## src/rtl/apb_event_completer.sv

```systemverilog
// rtl/apb_event_completer.sv - APB completer with a 5-word event/status/config register window.
// Event writes raise a one-cycle pulse, bump a saturating per-channel counter and feed a level irq.
module apb_event_completer #(
  parameter logic [31:0] BASE_ADDR    = 32'h0000_0000,
  parameter logic [2:0]  WAIT_DEFAULT = 3'd0
) (
  input  logic        clk,
  input  logic        reset,
  input  logic        apb_psel_i,
  input  logic        apb_penable_i,
  input  logic [31:0] apb_paddr_i,
  input  logic        apb_pwrite_i,
  input  logic [31:0] apb_pwdata_i,
  output logic [31:0] apb_prdata_o,
  output logic        apb_pready_o,
  output logic        apb_pslverr_o,
  output logic        evt_valid_o,
  output logic [1:0]  evt_id_o,
  output logic [31:0] evt_data_o,
  output logic        irq_o
);

  typedef enum logic {IDLE, ACCESS} state_t;

  state_t           state, state_nxt;
  logic [31:0]      addr_q, wdata_q;
  logic             write_q;
  logic [2:0]       wait_cnt;
  logic [2:0][31:0] evt_q;
  logic [2:0][7:0]  cnt_q;
  logic [2:0]       cfg_wait;
  logic             irq_en;

  logic [31:0] offset;
  logic [2:0]  reg_idx;
  logic        addr_err;
  logic        setup, xfer, done, wr_ok;
  logic [31:0] rdata;

  // Decode uses the address latched in setup, so a changing paddr in access is harmless.
  assign offset   = addr_q - BASE_ADDR;
  assign reg_idx  = offset[4:2];
  assign addr_err = (offset[1:0] != 2'b00) || (offset >= 32'd20);
  assign setup    = (state == IDLE) && apb_psel_i && !apb_penable_i;
  assign xfer     = (state == ACCESS) && apb_psel_i && apb_penable_i;
  assign done     = xfer && (wait_cnt == 3'd0);
  assign wr_ok    = done && write_q && !addr_err;

  always_comb begin
    state_nxt     = state;
    apb_pready_o  = 1'b0;
    apb_pslverr_o = 1'b0;
    apb_prdata_o  = '0;
    rdata         = '0;
    case (reg_idx)
      3'd0, 3'd1, 3'd2: rdata = evt_q[reg_idx[1:0]];
      3'd3:             rdata = {8'h00, cnt_q};
      3'd4:             rdata = {28'h0, irq_en, cfg_wait};
      default:          rdata = '0;
    endcase
    case (state)
      IDLE: begin
        if (setup) state_nxt = ACCESS;
      end
      ACCESS: begin
        // Dropping psel mid-transfer abandons it without completing.
        if (!apb_psel_i || done) state_nxt = IDLE;
        apb_pready_o  = done;
        apb_pslverr_o = done && addr_err;
        if (done && !write_q && !addr_err) apb_prdata_o = rdata;
      end
      default: state_nxt = IDLE;
    endcase
  end

  always_ff @(posedge clk or negedge reset) begin
    if (!reset) begin
      state       <= IDLE;
      addr_q      <= '0;
      wdata_q     <= '0;
      write_q     <= 1'b0;
      wait_cnt    <= '0;
      evt_q       <= '0;
      cnt_q       <= '0;
      cfg_wait    <= WAIT_DEFAULT;
      irq_en      <= 1'b0;
      evt_valid_o <= 1'b0;
      evt_id_o    <= '0;
      evt_data_o  <= '0;
      irq_o       <= 1'b0;
    end else begin
      state       <= state_nxt;
      evt_valid_o <= 1'b0;
      irq_o       <= irq_en && (cnt_q != '0);
      if (setup) begin
        addr_q   <= apb_paddr_i;
        write_q  <= apb_pwrite_i;
        wdata_q  <= apb_pwdata_i;
        wait_cnt <= cfg_wait;
      end else if (xfer && (wait_cnt != 3'd0)) begin
        wait_cnt <= wait_cnt - 3'd1;
      end
      if (wr_ok) begin
        for (int i = 0; i < 3; i++) begin
          if (reg_idx == 3'(i)) begin
            evt_q[i] <= wdata_q;
            if (cnt_q[i] != 8'hFF) cnt_q[i] <= cnt_q[i] + 8'd1;
            evt_valid_o <= 1'b1;
            evt_id_o    <= 2'(i);
            evt_data_o  <= wdata_q;
          end
          if ((reg_idx == 3'd3) && wdata_q[8*i]) cnt_q[i] <= 8'h00;
        end
        if (reg_idx == 3'd4) begin
          cfg_wait <= wdata_q[2:0];
          irq_en   <= wdata_q[3];
        end
      end
    end
  end

endmodule

```

## config.mk

```make
export PLATFORM = sky130hd
export DESIGN_NAME = apb_event_completer
export DESIGN_NICKNAME = d
export VERILOG_FILES = /design/src/rtl/apb_event_completer.sv
export SDC_FILE = /design/constraint.sdc
export NUM_CORES = 1
export LEC_CHECK = 0
export BUFFER_PORTS_ARGS = -buffer_cell sky130_fd_sc_hd__buf_2
export CAP_MARGIN = 15
export CORE_MARGIN = 4
export CORE_UTILIZATION = 63
export DETAILED_ROUTE_END_ITERATION = 16
export PLACE_DENSITY_LB_ADDON = 0.1
export SLEW_MARGIN = 20
export SYNTH_ARGS = -nofsm -noshare
export SYNTH_HDL_FRONTEND = slang
export SYNTH_SLANG_ARGS = --single-unit
```

## constraint.sdc

```tcl
create_clock -name clk -period 3.6 [get_ports clk]
set_clock_uncertainty 0.1 [all_clocks]
set_input_delay 0.36 -clock clk [delete_from_list [all_inputs] [get_ports clk]]
set_output_delay 0.36 -clock clk [all_outputs]
set_load 0.005 [all_outputs]
```

# Word level (Yosys, flattened, before mapping)
# Cells that the tools add are included.
dict set report op_classes {
  n_addsub 4
  order_cmp 2
  n_eq_ne 7
  n_mux 31
  bitwise 1
  reduce_logical 43
}
# operator count
set ops {}
lappend ops {{two-way mux 32 bit} 6}
lappend ops {{case mux 32 bit (3 select lines)} 1}
lappend ops {{two-way mux 8 bit} 9}
lappend ops {{binary-select mux 32 bit (select 2 bit)} 1}
lappend ops {{>= comparator 32 x 5 -> 1 bit (second input constant)} 1}
lappend ops {{adder 8 x 1 -> 8 bit (second input constant)} 3}
lappend ops {{!= test 8 bit (second input constant)} 3}
lappend ops {{nonzero test 24 bit} 1}
lappend ops {{nonzero test 2 bit} 8}
lappend ops {{logical AND 1 bit} 15}
lappend ops {{AND reduction 2 bit} 5}
lappend ops {{AND reduction 3 bit} 3}
lappend ops {{two-way mux 1 bit} 8}
lappend ops {{== test 3 x 2 -> 1 bit (second input constant)} 2}
lappend ops {{zero test 3 bit} 2}
lappend ops {{two-way mux 2 bit} 3}
lappend ops {{two-way mux 3 bit} 2}
lappend ops {{nonzero test 3 bit} 2}
lappend ops {{zero test 1 bit} 4}
lappend ops {{== test 3 x 1 -> 1 bit (second input constant)} 1}
lappend ops {{== test 3 bit (second input constant)} 1}
lappend ops {{< comparator 2 x 3 -> 1 bit (second input constant)} 1}
lappend ops {{OR reduction 3 bit} 1}
lappend ops {{subtractor 3 x 1 -> 3 bit (second input constant)} 1}
lappend ops {{3 further kinds} 4}
dict set report word_totals {
  ff_bits 229
  output_inout_bits 70
  elab_cells 105
}

# Longest topological paths before layout
# Gate-level depths: netlist (run 1).
dict set report depth {
  ltp_word 7
  ltp_mapped 8
  depth_no_buf 7
}

# Least setup slack after synthesis (run 1)
# Ideal clock, no wire load.
dict set report synth_path {
  path_kind {reg2out}
  from {reg wait_cnt[0]}
  to {out apb_prdata_o[25]}
  t_arrival_ns 1.901
  required_ns 3.140
  path_slack_ns 1.239
  path_stages_with_launch 9
  n_path_buf 1
  cell_sequence {dfrtp_1 > inv_1 > ha_1 > nor2b_1 > nand2_1 > nor3_1 > and4b_1 > clkbuf_1 > and3_1}
}
dict set report synth_between {
  elab_chain_cells 6
}
# element line_no
set synth_rtl {}
lappend synth_rtl {{from (decl)} 28} ;# logic [2:0] wait_cnt;
lappend synth_rtl {{from (signal assigned)} 99} ;# wait_cnt <= cfg_wait;
lappend synth_rtl {{from (signal assigned)} 101} ;# wait_cnt <= wait_cnt - 3'd1;
lappend synth_rtl {{zero test 3 bit} 46} ;# assign done = xfer && (wait_cnt == 3'd0);
lappend synth_rtl {{logical AND 1 bit} 46}
lappend synth_rtl {{logical AND 1 bit (2 in a row)} 70} ;# if (done && !write_q && !addr_err) apb_prdata_o = rdata;
lappend synth_rtl {{two-way mux 32 bit} 70}
lappend synth_rtl {{two-way mux 32 bit} 61} ;# case (state)
lappend synth_rtl {{to (decl)} 14} ;# output logic [31:0] apb_prdata_o,
# Every way passes these cells.

# Worst setup path in the final report (run 1)
dict set report layout_path {
  from {reg addr_q[2]}
  to {out apb_prdata_o[23]}
}
dict set report layout_between {
  elab_chain_cells 6
}
# element line_no
set layout_rtl {}
lappend layout_rtl {{from (decl)} 26} ;# logic [31:0] addr_q, wdata_q;
lappend layout_rtl {{from (signal assigned)} 96} ;# addr_q <= apb_paddr_i;
lappend layout_rtl {{>= comparator 32 x 5 -> 1 bit} 43} ;# assign addr_err = (offset[1:0] != 2'b00) || (offset >= 32'd20);
lappend layout_rtl {{logical OR 1 bit} 43}
lappend layout_rtl {{zero test 1 bit} 70}
lappend layout_rtl {{logical AND 1 bit} 70}
lappend layout_rtl {{two-way mux 32 bit (*)} 70}
lappend layout_rtl {{two-way mux 32 bit (*)} 61}
# Mark *: on every way between the ends. The rest lies on a longest branch, timed or not. The select of a mux whose other input is x is not followed.

==> out/metrics.cfg, run 1 <==
[run_status]
status=completed

[logic_synthesis]
yosys.area.top_type_share_pct=53.4
synth-seq-cells=229
synth_edf_count=0
yosysWarnings=0
avgSynthCellArea_um2=12.8
synth_cell_type_count=53
postSynthNetCount=916
ys_seq_area_share_pct=53.4
yosys.area.top_type=dfrtp_1
netlist_area_mm2=0.0107
synthCells=839
netlist_top_cells_area=dfrtp_1, mux2_2, mux2_4
synth_ff_type=dfrtp_1
async_reset_ff_share_pct=100

[timing]
maxSlewHeadroom_pct=44.5
final.setup.tns_ns=0
drv_slew=0
rsz0062_at_grt=false
setup_viol=0
max_slew.worst_pin.slew_ns=0.832
hold_viol_final=0
max_freq_mhz=297
fin_crit_sh_pct=93.4
period_minus_slack_ns=3.36

[route]
wl_per_cell_um=20.0
vias=7592
dr.first_iter.drc_count=417
postRouteAntennaNets=0
routed_wl_um=25600
drc_errors=0
drtPass1Iterations=5
vias_per_cell=5.94

[clocking]
cts_setup_buffers=0
insertion_delay_ns=0.52
cts_root_buf=clkbuf_16
clk_pin_slew_worst_paths_ns=0.06
clock-sinks=229
cts_tree=yes
clk_path_buf_depth=3
h-tree-depth=1
cts_buffers=25

[power]
power.total_uw=6060
p_leak_uw=0.00650
ir_drop_mv=0.458
p_per_area_mw_per_mm2=464

[worst_setup_path]
reg2reg_depth=5
worstPathMaxFanout=22
start_kind=flop
crit_chain=buf_4, nor2_2, buf_4, a21oi_1, a2bb2oi_1, nor2_1, buf_2
worstSetupPathDepth=7
crit_path_frequent_cell=buf_4
critPathKind=flop to primary output
worstPathArrival_ns=2.90
r2r_slack_ns=0.47
cp_top_family=buffers and inverters
crit_buf_inv=3
critPathCapture=apb_prdata_o[23]
startpoint=addr_q[2]
slowest_delay_ns=0.60
critPathSlowestCell=dfrtp_2
worst_r2r_endpoint=evt_q[51]
critPathCaptureType=primary output
cp_data_required_time_ns=3.14
rr_startpoint=addr_q[12]

[placed_design]
dpl_cell_area_mm2=0.0116
gp_congestion=0.906
placedCellCount=1166
portBuffers=138
dp_hpwl_um=16400

[cells_and_area]
drive_above_1_share_pct=36.4
antenna_cells=0
finalNonFillerCells=1279
fill_cells=1020
fin_nets=1117
finalInstanceArea_mm2=0.0130
area_growth_pct=21.7

[global_routing]
grt_usage_pct=26.5
grt_antenna_before_repair=0
grt_first_pass_wirelength_um=42400
grt_max_degree=77
grt_pass1_vias=8187
gr-total-overflow=0

[floorplanning]
rows=47
die_h_um=138
die-area_mm2=0.0192
initial_core_util_pct=64.4
die_width_um=138
core-area_mm2=0.0166
pin_count=139

[min_path]
min_path_type=input port to asynchronous set/reset pin

[job]
cap_violations=0

## cell usage in the layout (no fill, tap or decap), types with 3 or more instances in the layout
cell type	count
nand2_1	30
nor4_2	5
inv_1	18
nor4_1	5
mux2_1	20
clkbuf_1	12
dlygate4sd3_1	67
clkbuf_8	4
nor2b_1	6
clkinv_2	3
or4_1	4
a31o_2	3
a22oi_1	4
buf_2	137
nand2_4	3
ha_1	8
nor3_1	5
mux2i_1	34
and3_1	11
nand4_1	10
mux2_4	58
nand4b_1	3
a21oi_1	40
and4_1	5
mux2_2	119
a2bb2oi_1	20
buf_4	13
clkbuf_16	25
nand3_1	11
o21ai_0	36
and2_1	6
dfrtp_1	228
or3_1	9
o31ai_1	5
nor2_1	56
## state kept, by name, summed over array words and instances (netlist names)
signal and cells:
state 1, evt_valid_o 1, wait_cnt 3, irq_en 1, irq_o 1, addr_q 32, wdata_q 32, write_q 1
evt_q 96, evt_id_o 2, cfg_wait 3, evt_data_o 32, cnt_q 24
## how the worst min path moves through the flow
stage | start | endpoint | slack, ns | depth (start not counted)
after global placement | reset | evt_q[18] | 0.25 | 1
final | reset | evt_q[82] | 0.30 | 2
after global routing | reset | evt_q[82] | 0.35 | 2
after detailed placement | reset | evt_q[82] | 0.26 | 1
after floorplan | reset | addr_q[0] | -0.04 | 0
after CTS | apb_pwdata_i[31] | wdata_q[31] | 0.009 | 2
## logic make-up (layout without fill, tap and decap cells)
logic type	count (synthesis)	after routing	share of synthesized area, %
AOI/OAI and AO/OA	120	120	7.01
and+or+nand+nor	185	185	9.62
buffers and inverters	64	284	2.93
DFF	229	229	53.4
xor gates and xnor gates	2	2	0.163
muxes	231	231	25.9
adders and majority gates	8	8	0.934
## worst register-to-register path: cells and delay by family, from the launching register on
family	cells	cell delay [ns]
simple gates	4	2.05
mux	1	0.49
flops	1	0.38
## through the flow
step / utilization, % / setup slack [ns] / hold WS [ns]
finish: 78.4 / 0.239 / 0.298
global placement: 69.7 / 0.557 / 0.247
global route: 78.4 / 0.122 / 0.353
CTS: 78.3 / 0.0162 / 0.00864
detailed placement: 69.7 / 0.413 / 0.256
floorplan: - / 1.24 / -0.0356
## routing by layer
metal | GRT usage [%] | share of wire [%]
met3 | 4.21 | 5.7
met4 | 7.44 | 2.4
met5 | 0 | 0
met1 | 34.2 | 41
met2 | 46.9 | 51
## repair_timing
action	in CTS	in global routing
gates resized for setup	1	2
hold buffers	66	1
hold endpoints to repair	131	1
cloned	0	0
endpoints found under the setup margin	12	12
## power breakdown
group / internal, uW / total [uW] / leakage (uW) / switching [uW]
clock network: 1380 / 2380 / 0.000371 / 1010
logic: 351 / 698 / 0.00311 / 347
registers: 2750 / 2980 / 0.00302 / 229
## cell type report
class | instances | area [um^2] | area share (%)
Tap cell | 220 | 275 | 2.11
Sequential cell | 229 | 5730 | 43.9
Multi-Input combinational cell | 546 | 4700 | 36.0
Inverter | 18 | 67.6 | 0.518
Clock buffer | 41 | 726 | 5.56
Clock inverter | 5 | 32.5 | 0.249
Timing Repair Buffer | 220 | 1510 | 11.6
## cells in the mapped netlist, types with 5 or more instances
library cell	instances
o21ai_0	36
nand2_1	30
and3_1	11
inv_1	18
nor2b_1	6
or3_1	9
nand4_1	10
buf_6	9
mux2_1	20
mux2_2	119
mux2i_1	34
nor2_1	57
clkbuf_1	28
o31ai_1	5
buf_2	5
a21oi_1	40
nor4_1	6
nand3_1	12
dfrtp_1	229
ha_1	8
and4_1	5
a2bb2oi_1	20
nor3_1	6
and2_1	6
mux2_4	58
Power figures use the tool's default switching activity.
==> inputs of run 2 (changes only) <==
--- a/config.mk
+++ b/config.mk
@@ -5,7 +5,7 @@
 export SDC_FILE = /design/constraint.sdc
 export NUM_CORES = 1
 export LEC_CHECK = 0
-export BUFFER_PORTS_ARGS = -buffer_cell sky130_fd_sc_hd__buf_2
+export BUFFER_PORTS_ARGS = -buffer_cell sky130_fd_sc_hd__buf_4
 export CAP_MARGIN = 15
 export CORE_MARGIN = 4
 export CORE_UTILIZATION = 63
==> out/metrics.cfg, run 2 (synthesis results as in run 1) <==
[run_status]
status=completed

[cells_and_area]
fin_nets=1111
finalNonFillerCells=1271
final_core_util_pct=80.5
drive_above_1_share_pct=36.6
layout_common_cells=dfrtp_1, buf_4, mux2_2
area_growth_pct=25.0
largest_reg_flops=96
finalInstanceArea_mm2=0.0134
largest-register=evt_q
layout_commonest_cell=dfrtp_1
antenna_cells=0

[worst_setup_path]
start_kind=flop
startpoint=addr_q[28]
r2r_slack_ns=0.42
reg2reg_depth=5
cp_data_required_time_ns=3.14
rr_startpoint=addr_q[12]
worst_r2r_endpoint=evt_q[85]
worstPathArrival_ns=2.87
critPathKind=flop to primary output
worstPathMaxFanout=12
critPathCapture=apb_prdata_o[29]
critPathCaptureType=primary output

[clocking]
cts_buffers=24
cts_setup_buffers=0
cts_tree=yes
clk_path_buf_depth=3
h-tree-depth=1
clk_pin_slew_worst_paths_ns=0.06
insertion_delay_ns=0.51
clock-sinks=229
cts_root_buf=clkbuf_16

[power]
ir_drop_mv=0.488
p_leak_uw=0.00656
p_per_area_mw_per_mm2=467

[floorplanning]
initial_core_util_pct=64.4
die_width_um=138
pin_count=139
rows=47
die_h_um=138
die-area_mm2=0.0192
core-area_mm2=0.0166

[global_routing]
gr-total-overflow=0
grt_first_pass_wirelength_um=43200
grt_max_degree=106
grt_antenna_before_repair=0
grt_usage_pct=27.4
grt_pass1_vias=8227

[timing]
fin_crit_sh_pct=92.4
setup_viol=0
max_freq_mhz=300
hold_viol_final=0
maxSlewHeadroom_pct=45.1
max_slew.worst_pin.slew_ns=0.823
hold_slack_ns=0.0157
final.setup.tns_ns=0
rsz0062_at_grt=false
period_minus_slack_ns=3.33
drv_slew=0

[route]
vias_per_cell=6.05
routed_wl_um=26200
drtPass1Iterations=5
postRouteAntennaNets=0
drc_errors=0
vias=7686
dr.first_iter.drc_count=346
wl_per_cell_um=20.6

[job]
cap_violations=0

[placed_design]
portBuffers=138
placedCellCount=1163
dpl_cell_area_mm2=0.0119
dp_hpwl_um=16200
gp_congestion=0.818

[min_path]
min_path_type=input port to flop

==> run 2: metrics by stage <==
| stage | setup slack [ns] | power [uW] |
|---|---|---|
| after global routing | 0.0703 | 6480 |
| after floorplan | 1.24 | 3360 |
| after global placement | 0.536 | 3620 |
| after detailed placement | 0.480 | 3670 |
| final | 0.272 | 6260 |
| after CTS | 0.0928 | 6280 |
==> run 2: where the power goes <==
part | internal [uW] | total, uW | switching (uW)
logic | 370 | 720 | 351
clock network | 1570 | 2560 | 995
registers | 2750 | 2980 | 227
==> run 2: how the worst min path moves through the flow <==
stage	startpoint	endpoint	slack, ns	cells after the start
after detailed placement	reset	evt_q[47]	0.36	1
after floorplan	reset	addr_q[0]	-0.04	0
final	apb_paddr_i[26]	addr_q[26]	0.02	2
after global routing	apb_paddr_i[26]	addr_q[26]	0.0003	2
after CTS	apb_paddr_i[3]	addr_q[3]	0.0005	3
after global placement	reset	evt_data_o[15]	0.35	1
==> run 2: cell type report <==
class                      count  area (um^2)
multi-input combinational    546         4700
inverter                      18         67.6
sequential                   229         5730
fill                         956         3240
clock inverter                 9          123
clock buffer                  34          699
tap                          220          275
timing repair buffer         215         1810
==> run 2: repair_timing <==
item | in CTS | in global routing
gates resized for setup | 1 | 1
hold buffers | 65 | 0
endpoints found under the hold margin | 166 | 0
setup endpoints to repair | 12 | 12
==> run 2: layer usage <==
metal,vias to the layer above,wire length [um],track usage [%]
li1,3433,-,-
met1,3926,10700,35.6
met2,265,13400,47.9
met3,62,1480,4.63
met4,0,698,7.96
met5,-,0,0
==> run 2: critical path, stage by stage, from the launching register on <==
cell and delay (ns):
dfrtp_1 0.37, nor4_1 0.51, nand2_1 0.27, nor3_2 0.38, and4b_2 0.47, and3_1 0.23, buf_4 0.12
